==> src/rtl/if_fetch_unit.sv <==
// if_fetch_unit: instruction-fetch stage driving the producer side of IF/ID.
// Owns the PC and issues one instruction-memory read at a time. A returned
// instruction is buffered while decode stalls, and a wrong-path fetch is
// discarded when a redirect arrives.
// Optional performance counters are enabled by defining FETCH_PERF_EN.
`timescale 1ns/1ps
module if_fetch_unit #(
    parameter int unsigned      width    = 32,
    parameter logic [width-1:0] RESET_PC = 32'h4000_0060
) (
    input  logic             clk,
    input  logic             rst,
    input  logic             stall_i,
    input  logic             redirect_i,
    input  logic [width-1:0] redirect_pc_i,
    input  logic             imem_resp_i,
    input  logic [width-1:0] imem_rdata_i,
    output logic             imem_read_o,
    output logic [width-1:0] imem_address_o,
    output logic [width-1:0] if_pc_o,
    output logic [width-1:0] if_instr_o,
    output logic             if_load_o,
    output logic             if_flush_o
`ifdef FETCH_PERF_EN
    ,
    output logic [31:0]      perf_fetched_o,
    output logic [31:0]      perf_stall_o
`endif
);

    typedef enum logic [1:0] {
        S_IDLE,
        S_REQ,
        S_HOLD,
        S_DISCARD
    } state_t;

    state_t           state_q, state_d;
    logic [width-1:0] pc_q, pc_d;
    logic [width-1:0] target_q, target_d;
    logic [width-1:0] ibuf_q, ibuf_d;
    logic [width-1:0] redir_pc;

    // Redirect targets are word aligned.
    assign redir_pc = redirect_pc_i & ~{{(width-2){1'b0}}, 2'b11};

    // State and datapath registers.
    always_ff @(posedge clk or negedge rst) begin
        if (!rst) begin
            state_q  <= S_IDLE;
            pc_q     <= RESET_PC;
            target_q <= '0;
            ibuf_q   <= '0;
        end else begin
            state_q  <= state_d;
            pc_q     <= pc_d;
            target_q <= target_d;
            ibuf_q   <= ibuf_d;
        end
    end

    // Next-state and output logic; redirect outranks stall and response.
    always_comb begin
        state_d        = state_q;
        pc_d           = pc_q;
        target_d       = target_q;
        ibuf_d         = ibuf_q;
        imem_read_o    = 1'b0;
        imem_address_o = pc_q;
        if_pc_o        = pc_q;
        if_instr_o     = '0;
        if_load_o      = 1'b0;
        if_flush_o     = 1'b0;
        unique case (state_q)
            S_IDLE: begin
                state_d = S_REQ;
            end
            S_REQ: begin
                imem_read_o = 1'b1;
                if_instr_o  = imem_rdata_i;
                if (redirect_i) begin
                    if_flush_o = 1'b1;
                    if (imem_resp_i) begin
                        pc_d = redir_pc;
                    end else begin
                        target_d = redir_pc;
                        state_d  = S_DISCARD;
                    end
                end else if (imem_resp_i) begin
                    if (stall_i) begin
                        ibuf_d  = imem_rdata_i;
                        state_d = S_HOLD;
                    end else begin
                        if_load_o = 1'b1;
                        pc_d      = pc_q + width'(4);
                    end
                end
            end
            S_HOLD: begin
                if_instr_o = ibuf_q;
                if (redirect_i) begin
                    if_flush_o = 1'b1;
                    pc_d       = redir_pc;
                    state_d    = S_REQ;
                end else if (!stall_i) begin
                    if_load_o = 1'b1;
                    pc_d      = pc_q + width'(4);
                    state_d   = S_REQ;
                end
            end
            S_DISCARD: begin
                // The outstanding request must finish at its original address;
                // its data is dropped and fetch resumes at the latest target.
                imem_read_o = 1'b1;
                if (redirect_i) begin
                    if_flush_o = 1'b1;
                    target_d   = redir_pc;
                end
                if (imem_resp_i) begin
                    pc_d    = redirect_i ? redir_pc : target_q;
                    state_d = S_REQ;
                end
            end
            default: begin
                state_d = S_IDLE;
            end
        endcase
    end

`ifdef FETCH_PERF_EN
    logic [31:0] fetched_q, stall_q;
    logic        stall_cycle;

    assign stall_cycle    = (state_q == S_HOLD) || ((state_q == S_REQ) && !imem_resp_i);
    assign perf_fetched_o = fetched_q;
    assign perf_stall_o   = stall_q;

    // Saturating fetch/stall counters, frozen on flush cycles.
    always_ff @(posedge clk or negedge rst) begin
        if (!rst) begin
            fetched_q <= '0;
            stall_q   <= '0;
        end else if (!if_flush_o) begin
            if (if_load_o && (fetched_q != '1)) fetched_q <= fetched_q + 32'd1;
            if (stall_cycle && (stall_q != '1)) stall_q <= stall_q + 32'd1;
        end
    end
`endif

endmodule

==> config.mk <==
export PLATFORM = sky130hd
export DESIGN_NAME = if_fetch_unit
export DESIGN_NICKNAME = d
export VERILOG_FILES = /design/src/rtl/if_fetch_unit.sv
export SDC_FILE = /design/constraint.sdc
export NUM_CORES = 1
export LEC_CHECK = 0
export CORE_ASPECT_RATIO = 0.6
export CORE_UTILIZATION = 43
export DETAILED_ROUTE_END_ITERATION = 7
export PLACE_DENSITY_LB_ADDON = 0.25
export SYNTH_ARGS = -nofsm -noshare
export SYNTH_HDL_FRONTEND = slang
export SYNTH_SLANG_ARGS = --single-unit
==> constraint.sdc <==
create_clock -name clk -period 1.85 [get_ports clk]
set_input_delay 0.2775 -clock clk [delete_from_list [all_inputs] [get_ports clk]]
set_output_delay 0.2775 -clock clk [all_outputs]
set_load 0.01 [all_outputs]
==> flow_summary_export.csv, run 1 <==
group,metric,value,unit
logic_synthesis,synth.avg_cell_area,10.01,µm²
sta,max_slew_margin,68.21,%
floorplan,placement_rows,31,
global_route,antenna_violations_before_repair,0,
logic_synthesis,synth_simple_gate_area_share,15.48,%
finish,layout.nets,862,
sta,finalSetupViolations,128,
clocking,cts_made_buffers,9,
critical_path,setup_slack_of_the_worst_register_to_register_path,-0.33,ns
critical_path,timing.critical_path.from_type,"flip-flop",
logic_synthesis,number_of_enable_flip_flop_cells_after_synthesis,0,
logic_synthesis,post_synth_mux_area_share,13.28,%
logic_synthesis,ys_top_cells_by_area,"sky130_fd_sc_hd__dfrtp_1, sky130_fd_sc_hd__mux2_2, sky130_fd_sc_hd__a22oi_1, sky130_fd_sc_hd__buf_4, sky130_fd_sc_hd__nor2b_1",
critical_path,worstPathMaxFanout,5,
outcome,failed_checks,"negative setup slack",
finish,layout_cell_share_with_drive_strength_beyond_1,43.00,%
logic_synthesis,synth_cell_type_count,53,
power_and_ir_drop,p_leak,0.004022,µW
routing,routed_wl,22.45,mm
power_and_ir_drop,p_seq_share,24.8,%
logic_synthesis,synth_seq_cells,98,
power_and_ir_drop,p_comb_share,62.5,%
critical_path,arrival,2.40,ns
logic_synthesis,synth_warnings,0,
critical_path,endpoint_kind,"flip-flop",
logic_synthesis,most_used_flip_flop_cell_after_synthesis,"sky130_fd_sc_hd__dfrtp_1",
routing,ant_nets,0,
placement,dp_hpwl,12.55,mm
routing,viasPerCell,6.125,
sta,fmax,459.4,MHz
power_and_ir_drop,clock_power_share,12.7,%
logic_synthesis,share_of_synthesized_area_occupied_by_flip_flops_and_latches,43.60,%
floorplan,effective_utilization_at_floorplan,45.38,%
placement,gp_routability_congestion,0.8843,
sta,worst_clock_skew,0.009491,ns
floorplan,die-height,90.66,µm
floorplan,die_area,0.01358,mm²
logic_synthesis,mappedNetlistArea,0.005633,mm²
clocking,clock_insertion_delay_at_the_later_pin_of_the_skew_report,0.35,ns
global_route,track_usage,28.52,%
floorplan,core_area,0.01241,mm²
routing,route.detailed.drc,0,
logic_synthesis,yosysTopAreaCell,"sky130_fd_sc_hd__dfrtp_1",
sta,period_needed,2.177,ns
global_route,grt_start_max_net_pins,52,
outcome,outcome,"finished, violations left",
sta,fin_crit_share,117.7,%
routing,dr_total_vias,5868,
power_and_ir_drop,p_sw,6487,µW
power_and_ir_drop,cell_internal_pwr,10110,µW
power_and_ir_drop,power-per-cell-area,1775,mW/mm²
finish,syn2layout_area_growth,66.06,%
logic_synthesis,combinational_family_with_the_most_area_after_synthesis,"compound AO/OA/AOI/OAI gates",
sta,drv_slew,0,
power_and_ir_drop,switching_power_share_of_the_total,39.08,%
clocking,clock_h_tree_levels,3,
power_and_ir_drop,finalPower,16600,µW
clocking,cts.path.max_buffers,2,
logic_synthesis,synthXorXnorAreaFrac,0,%
clocking,cts.sink_count,98,
hold_path,kind_of_path_behind_the_tightest_hold_check,"in -> async",
sta,timing.final.ws_setup,-0.3269,ns
finish,antennaDiodeCount,0,
logic_synthesis,synth-adder-area-share,1.111,%
floorplan,floorplan.die.width,149.8,µm
logic_synthesis,synth_compound_area_share,18.66,%
sta,grt_setup_unrepaired,"true",
global_route,first_pass_grt_wire_length,29.92,mm
clocking,root_buffer,"sky130_fd_sc_hd__clkbuf_16",
clocking,cts_tree,"yes",
global_route,first_global_vias,5562,
logic_synthesis,yosys.area.top_type_share,42.20,%
power_and_ir_drop,power.ir.vdd_worst,0.8409,mV
sta,hold_vio_cnt_final,0,
floorplan,top_level_i_o_count,168,
routing,detail_route.wl_per_cell,23.43,µm
logic_synthesis,async_reset_ff_share,100.0,%
logic_synthesis,syn_inst,563,
critical_path,criticalPathCategory,"reg -> reg",
critical_path,critPathRequiredTime,2.08,ns
sta,timing_worst_slew_pin_value,0.4769,ns
placement,post-place-ws,-0.2396,ns
routing,drt_iter0_markers,672,
run,max_cap_violations,0,
logic_synthesis,syn_nets,637,
clocking,cts.clk_slew.worst_paths,0.07,ns
routing,drtPass1Iterations,6,
global_route,grt_remaining_overflow,0,
placement,io_buffer_count,165,
flip-flops by register name, indices dropped and copies added (netlist names):
name,flops
ibuf_q,32
target_q,32
state_q,2
if_pc_o,32
path summary, 6_finish.rpt:
check | start | to | cells past startpoint
worst min-delay path | rst | target_q[27]$_DFFE_PN0P_ | 2
worst max-delay path | state_q[1]$_DFFE_PN0P_ | if_pc_o[29]$_DFFE_PN0P_ | 8
max in group asynchronous | rst | ibuf_q[1]$_DFFE_PN0P_ | 3
worst max register to register | state_q[1]$_DFFE_PN0P_ | if_pc_o[29]$_DFFE_PN0P_ | 8
worst min register to register | target_q[10]$_DFFE_PN0P_ | target_q[10]$_DFFE_PN0P_ | 1
min in group clk | target_q[10]$_DFFE_PN0P_ | target_q[10]$_DFFE_PN0P_ | 1
metal layers:
metal	routed length [µm]	up-vias	track usage, %	share of wire [%]
met1	9805	2915	41.04	44
li1	-	2513	-	-
met2	9944	367	44.10	44
met3	2004	73	5.000	8.9
met4	692	0	7.492	3.1
met5	0	-	0	0
cells by family after synthesis:
logic type,count (synthesis)
muxes,67
buffers and inverters,83
and+or+nand+nor,151
DFF,98
AOI/OAI and AO/OA,159
adders and majority gates,5
cells in the final DEF (no fill, tap or decap), types with 6 or more instances in the layout:
cell type                         count
sky130_fd_sc_hd__buf_12              18
sky130_fd_sc_hd__buf_2               33
sky130_fd_sc_hd__nand2_1             19
sky130_fd_sc_hd__a31oi_1              9
sky130_fd_sc_hd__a22o_1               7
sky130_fd_sc_hd__clkbuf_16           16
sky130_fd_sc_hd__mux2_2              25
sky130_fd_sc_hd__nor2_1              27
sky130_fd_sc_hd__nand3_1             13
sky130_fd_sc_hd__nor2b_1             35
sky130_fd_sc_hd__nand4_1              9
sky130_fd_sc_hd__clkdlybuf4s50_1    125
sky130_fd_sc_hd__o21ai_0              6
sky130_fd_sc_hd__a22oi_1              9
sky130_fd_sc_hd__o21ai_2             19
sky130_fd_sc_hd__dfrtp_1             93
sky130_fd_sc_hd__o21ai_1             12
sky130_fd_sc_hd__a22oi_2             35
sky130_fd_sc_hd__inv_1                7
sky130_fd_sc_hd__mux2_4              37
sky130_fd_sc_hd__buf_6               27
sky130_fd_sc_hd__buf_4               65
sky130_fd_sc_hd__a21oi_1             23
worst max-delay path, cell delays in order, from the launching register on:
cell                       delay [ns]
sky130_fd_sc_hd__dfrtp_2         0.45
sky130_fd_sc_hd__buf_12          0.14
sky130_fd_sc_hd__buf_6           0.11
sky130_fd_sc_hd__ha_4            0.18
sky130_fd_sc_hd__or2_4           0.28
sky130_fd_sc_hd__o221ai_4        0.37
sky130_fd_sc_hd__or3_4           0.22
sky130_fd_sc_hd__mux2i_1         0.07
sky130_fd_sc_hd__a211o_1         0.24
area by class of cell:
type | count | area, µm²
Clock inverter | 5 | 85.08
Sequential cell | 98 | 2459
Tap cell | 165 | 206.4
Multi-Input combinational cell | 382 | 3420
Clock buffer | 11 | 242.7
Timing Repair Buffer | 286 | 2898
Fill cell | 788 | 3058
Inverter | 11 | 43.79
cells in the mapped netlist (2+ instances only):
master / instances
sky130_fd_sc_hd__a21oi_1: 28
sky130_fd_sc_hd__a221oi_1: 5
sky130_fd_sc_hd__a222oi_1: 2
sky130_fd_sc_hd__a22o_1: 7
sky130_fd_sc_hd__a22oi_1: 44
sky130_fd_sc_hd__a2bb2oi_1: 2
sky130_fd_sc_hd__a31oi_1: 12
sky130_fd_sc_hd__and2_1: 2
sky130_fd_sc_hd__and3_1: 4
sky130_fd_sc_hd__and4_1: 3
sky130_fd_sc_hd__buf_1: 12
sky130_fd_sc_hd__buf_2: 9
sky130_fd_sc_hd__buf_4: 32
sky130_fd_sc_hd__clkbuf_1: 19
sky130_fd_sc_hd__dfrtp_1: 95
sky130_fd_sc_hd__dfstp_2: 3
sky130_fd_sc_hd__ha_1: 5
sky130_fd_sc_hd__inv_1: 11
sky130_fd_sc_hd__mux2_2: 62
sky130_fd_sc_hd__mux2i_1: 5
sky130_fd_sc_hd__nand2_1: 22
sky130_fd_sc_hd__nand2b_1: 3
sky130_fd_sc_hd__nand3_1: 14
sky130_fd_sc_hd__nand4_1: 9
sky130_fd_sc_hd__nand4_4: 2
sky130_fd_sc_hd__nor2_1: 33
sky130_fd_sc_hd__nor2b_1: 36
sky130_fd_sc_hd__nor3_1: 7
sky130_fd_sc_hd__nor3_4: 2
sky130_fd_sc_hd__nor4_1: 3
sky130_fd_sc_hd__nor4b_1: 2
sky130_fd_sc_hd__o21ai_0: 36
sky130_fd_sc_hd__o22ai_1: 7
sky130_fd_sc_hd__o31a_1: 4
sky130_fd_sc_hd__or3_1: 2
sky130_fd_sc_hd__or4_1: 2
metrics by stage:
stage | utilization, % | area [µm²] | TNS [ns] | std cells | hold slack [ns]
floorplan | - | 5677 | -0.02497 | 563 | -0.01809
global placement | 62.72 | 7785 | -15.24 | 898 | 0.1731
detailed placement | 62.72 | 7785 | -18.25 | 898 | 0.1808
CTS | 68.77 | 8536 | -10.15 | 931 | 0.3540
global route | 75.36 | 9354 | -22.80 | 958 | 0.3984
finish | 75.36 | 9354 | -18.85 | 958 | 0.3530
what timing repair did:
item,in CTS,in global routing
hold buffers,1,0
endpoints found under the setup margin,97,130
endpoints found under the hold margin,19,0
gates resized for setup,222,146
pin swaps,18,42
cloned,4,9
setup buffers,12,22
power groups by stage:
| stage | clock (µW) | sequential [µW] | combinational [µW] |
|---|---|---|---|
| final | 2100 | 4120 | 10400 |
| after global routing | 2190 | 4220 | 10800 |
| after CTS | 2100 | 3990 | 8450 |
| after detailed placement | 0 | 3960 | 7510 |
| after global placement | 0 | 3880 | 7320 |
| after floorplan | 0 | 4060 | 3810 |
No activity file was read; power rests on OpenSTA's default activity.
==> inputs of run 2 (changes only) <==
Settings changed: PLACE_DENSITY from default to 0.77, PLACE_DENSITY_LB_ADDON 0.25 to default.
==> run 2 against run 1 <==
Compared with the run above: the flow still finishes with violations (negative setup slack); count of clock-buffer cells in the layout shrank 1; sequential power shrank 2%; design area shrank 2.7%; setup slack gained 0.086 ns; via count shrank 1.4%; global-route usage grew 0.81 points; cell count grew 0.21%; power shrank 5.9%; flip-flop and latch count is the same; die area is the same; critical path depth grew 5; critical path type unchanged.
==> flow_summary_export.csv, run 2 (synthesis gave the netlist of run 1 again) <==
group,metric,value,unit
floorplan,die_area,0.01358,mm²
critical_path,arrival,2.36,ns
finish,layout_cell_share_with_drive_strength_beyond_1,41.51,%
routing,ant_nets,0,
critical_path,setup_slack_of_the_worst_register_to_register_path,-0.24,ns
critical_path,crit_buf_inv,7,
routing,detail_route.wl_per_cell,21.43,µm
routing,met3WireLength,1.981,mm
sta,worst_clock_skew,0.008903,ns
critical_path,cp_common_cell,"sky130_fd_sc_hd__buf_6",
floorplan,top_level_i_o_count,168,
finish,final_cell_mix,"sky130_fd_sc_hd__clkdlybuf4s50_1, sky130_fd_sc_hd__dfrtp_1, sky130_fd_sc_hd__buf_4",
placement,gp_routability_congestion,0.8969,
clocking,root_buffer,"sky130_fd_sc_hd__clkbuf_16",
power_and_ir_drop,p_seq_share,26.0,%
clocking,cts.sink_count,98,
placement,io_buffer_count,165,
power_and_ir_drop,switching_power_share_of_the_total,39.00,%
sta,timing.final.ws_setup,-0.2408,ns
outcome,outcome,"finished, violations left",
finish,antennaDiodeCount,0,
routing,drtPass1Iterations,6,
critical_path,crit_family,"buffers and inverters",
critical_path,endpoint_kind,"flip-flop",
finish,syn2layout_area_growth,61.53,%
routing,routed_wl,20.57,mm
finish,layout.cells.most_common,"sky130_fd_sc_hd__clkdlybuf4s50_1",
routing,route.layer.met1.wl,8.787,mm
global_route,first_global_vias,5568,
clocking,cts_tree,"yes",
floorplan,placement_rows,31,
sta,hold_vio_cnt_final,0,
sta,finalSetupViolations,98,
global_route,first_pass_grt_wire_length,30.44,mm
power_and_ir_drop,p_sw,6088,µW
outcome,failed_checks,"negative setup slack",
hold_path,kind_of_path_behind_the_tightest_hold_check,"in -> async",
critical_path,timing.critical_path.slowest_stage_cell,"sky130_fd_sc_hd__dfrtp_1",
clocking,clock_insertion_delay_at_the_later_pin_of_the_skew_report,0.35,ns
finish,fill_cells,841,
power_and_ir_drop,finalPower,15610,µW
critical_path,crit-reg2reg-capture,"if_pc_o[14]$_DFFE_PN0P_",
critical_path,path_cells,"buf_6, ha_4, buf_6, nor2_4, buf_6, buf_6, buf_6, o21ai_4, a21oi_4, buf_6, buf_6, nor2_4, a21oi_4",
global_route,grt_start_max_net_pins,45,
critical_path,cpPeakStageDelay,0.41,ns
sta,fin_crit_share,113.0,%
critical_path,worstPathMaxFanout,7,
sta,fmax,478.3,MHz
sta,timing_worst_slew_pin_value,0.4252,ns
clocking,clock_h_tree_levels,3,
finish,final_design_area_no_fill,0.009099,mm²
routing,met2_length,9.203,mm
floorplan,floorplan.die.width,149.8,µm
run,max_cap_violations,0,
sta,finalHoldWorstSlack,0.4046,ns
clocking,cts.clk_slew.worst_paths,0.07,ns
critical_path,r2r-start,"state_q[0]$_DFFE_PN0P_",
power_and_ir_drop,p_comb_share,61.0,%
placement,post-place-ws,-0.2950,ns
routing,route.detailed.drc,0,
critical_path,criticalPathCategory,"reg -> reg",
power_and_ir_drop,p_leak,0.003824,µW
routing,dr_total_vias,5786,
placement,dp_hpwl,12.76,mm
clocking,cts_made_buffers,9,
routing,viasPerCell,6.027,
global_route,antenna_violations_before_repair,0,
clocking,cts.path.max_buffers,2,
floorplan,core_area,0.01241,mm²
power_and_ir_drop,cell_internal_pwr,9525,µW
sta,max_slew_margin,71.39,%
critical_path,critPathRequiredTime,2.12,ns
power_and_ir_drop,power.ir.vdd_worst,0.8056,mV
floorplan,effective_utilization_at_floorplan,45.38,%
routing,top_signal_layer_used,"met4",
sta,period_needed,2.091,ns
power_and_ir_drop,clock_power_share,13.0,%
floorplan,die-height,90.66,µm
global_route,grt_remaining_overflow,0,
placement,dpl-instance-area,0.007792,mm²
sta,drv_slew,0,
finish,layout.nets,864,
routing,drt_iter0_markers,562,
sta,finalSetupTns,-9.465,ns
power_and_ir_drop,power-per-cell-area,1716,mW/mm²
critical_path,worst_r2r_path_depth,13,
sta,grt_setup_unrepaired,"true",
global_route,track_usage,29.33,%
critical_path,timing.critical_path.from_type,"flip-flop",
run 2: changes by cell type in the layout (fill, tap and decap cells not counted), sizes merged:
cell / previous run / this run
buf: 148 / 155
clkbuf: 18 / 12
clkinvlp: 1 / 2
dlygate4sd2: 5 / 4
dlymetal6s2s: 0 / 1
run 2: stage by stage:
stage	std cells	utilization, %
2_1_floorplan	563	-
6_report	960	73.31
3_5_place_dp	899	62.78
5_1_grt	960	73.31
4_1_cts	941	69.96
3_3_place_gp	899	62.78
run 2: worst max-delay path by stage:
stage	start	end	slack, ns	depth (start not counted)
floorplan	state_q[0]$_DFFE_PN0P_	if_pc_o[23]$_DFFE_PN0P_	-0.02	7
global placement	redirect_i	if_load_o	-0.24	4
detailed placement	redirect_i	if_pc_o[7]$_DFFE_PN0P_	-0.29	6
CTS	state_q[1]$_DFFE_PN0P_	if_pc_o[29]$_DFFE_PN0P_	-0.18	9
global route	state_q[0]$_DFFE_PN0P_	if_pc_o[14]$_DFFE_PN0P_	-0.29	13
finish	state_q[0]$_DFFE_PN0P_	if_pc_o[14]$_DFFE_PN0P_	-0.24	13
run 2: routing by layer:
| layer | global-route usage (%) | up-vias |
|---|---|---|
| met1 | 40.97 | 2840 |
| li1 | - | 2521 |
| met2 | 45.52 | 356 |
| met3 | 7.071 | 69 |
| met4 | 7.323 | 0 |
| met5 | 0 | - |
run 2: power by group through the flow:
| stage | logic (µW) | registers, µW | clock network (µW) |
|---|---|---|---|
| 2_1_floorplan | 3810 | 4060 | 0 |
| 3_3_place_gp | 7350 | 3870 | 0 |
| 3_5_place_dp | 7530 | 3950 | 0 |
| 4_1_cts | 8490 | 3980 | 2060 |
| 5_1_grt | 10100 | 4170 | 2140 |
| 6_report | 9530 | 4050 | 2030 |
run 2: layout make-up:
class	count	area (µm²)	area share, %
Sequential cell	98	2456	26.99
Multi-Input combinational cell	382	3274	35.99
Inverter	11	51.30	0.5638
Clock inverter	6	88.84	0.9763
Timing Repair Buffer	288	2793	30.69
Clock buffer	10	229.0	2.517
Tap cell	165	206.4	2.269
run 2: repair_timing:
action	4_1_cts	5_1_grt
endpoints found under the hold margin	25	0
resized for setup	251	79
buffers inserted	20	21
gates cloned	6	2
hold buffers	1	0
setup endpoints to repair	98	101
pin swaps	17	21
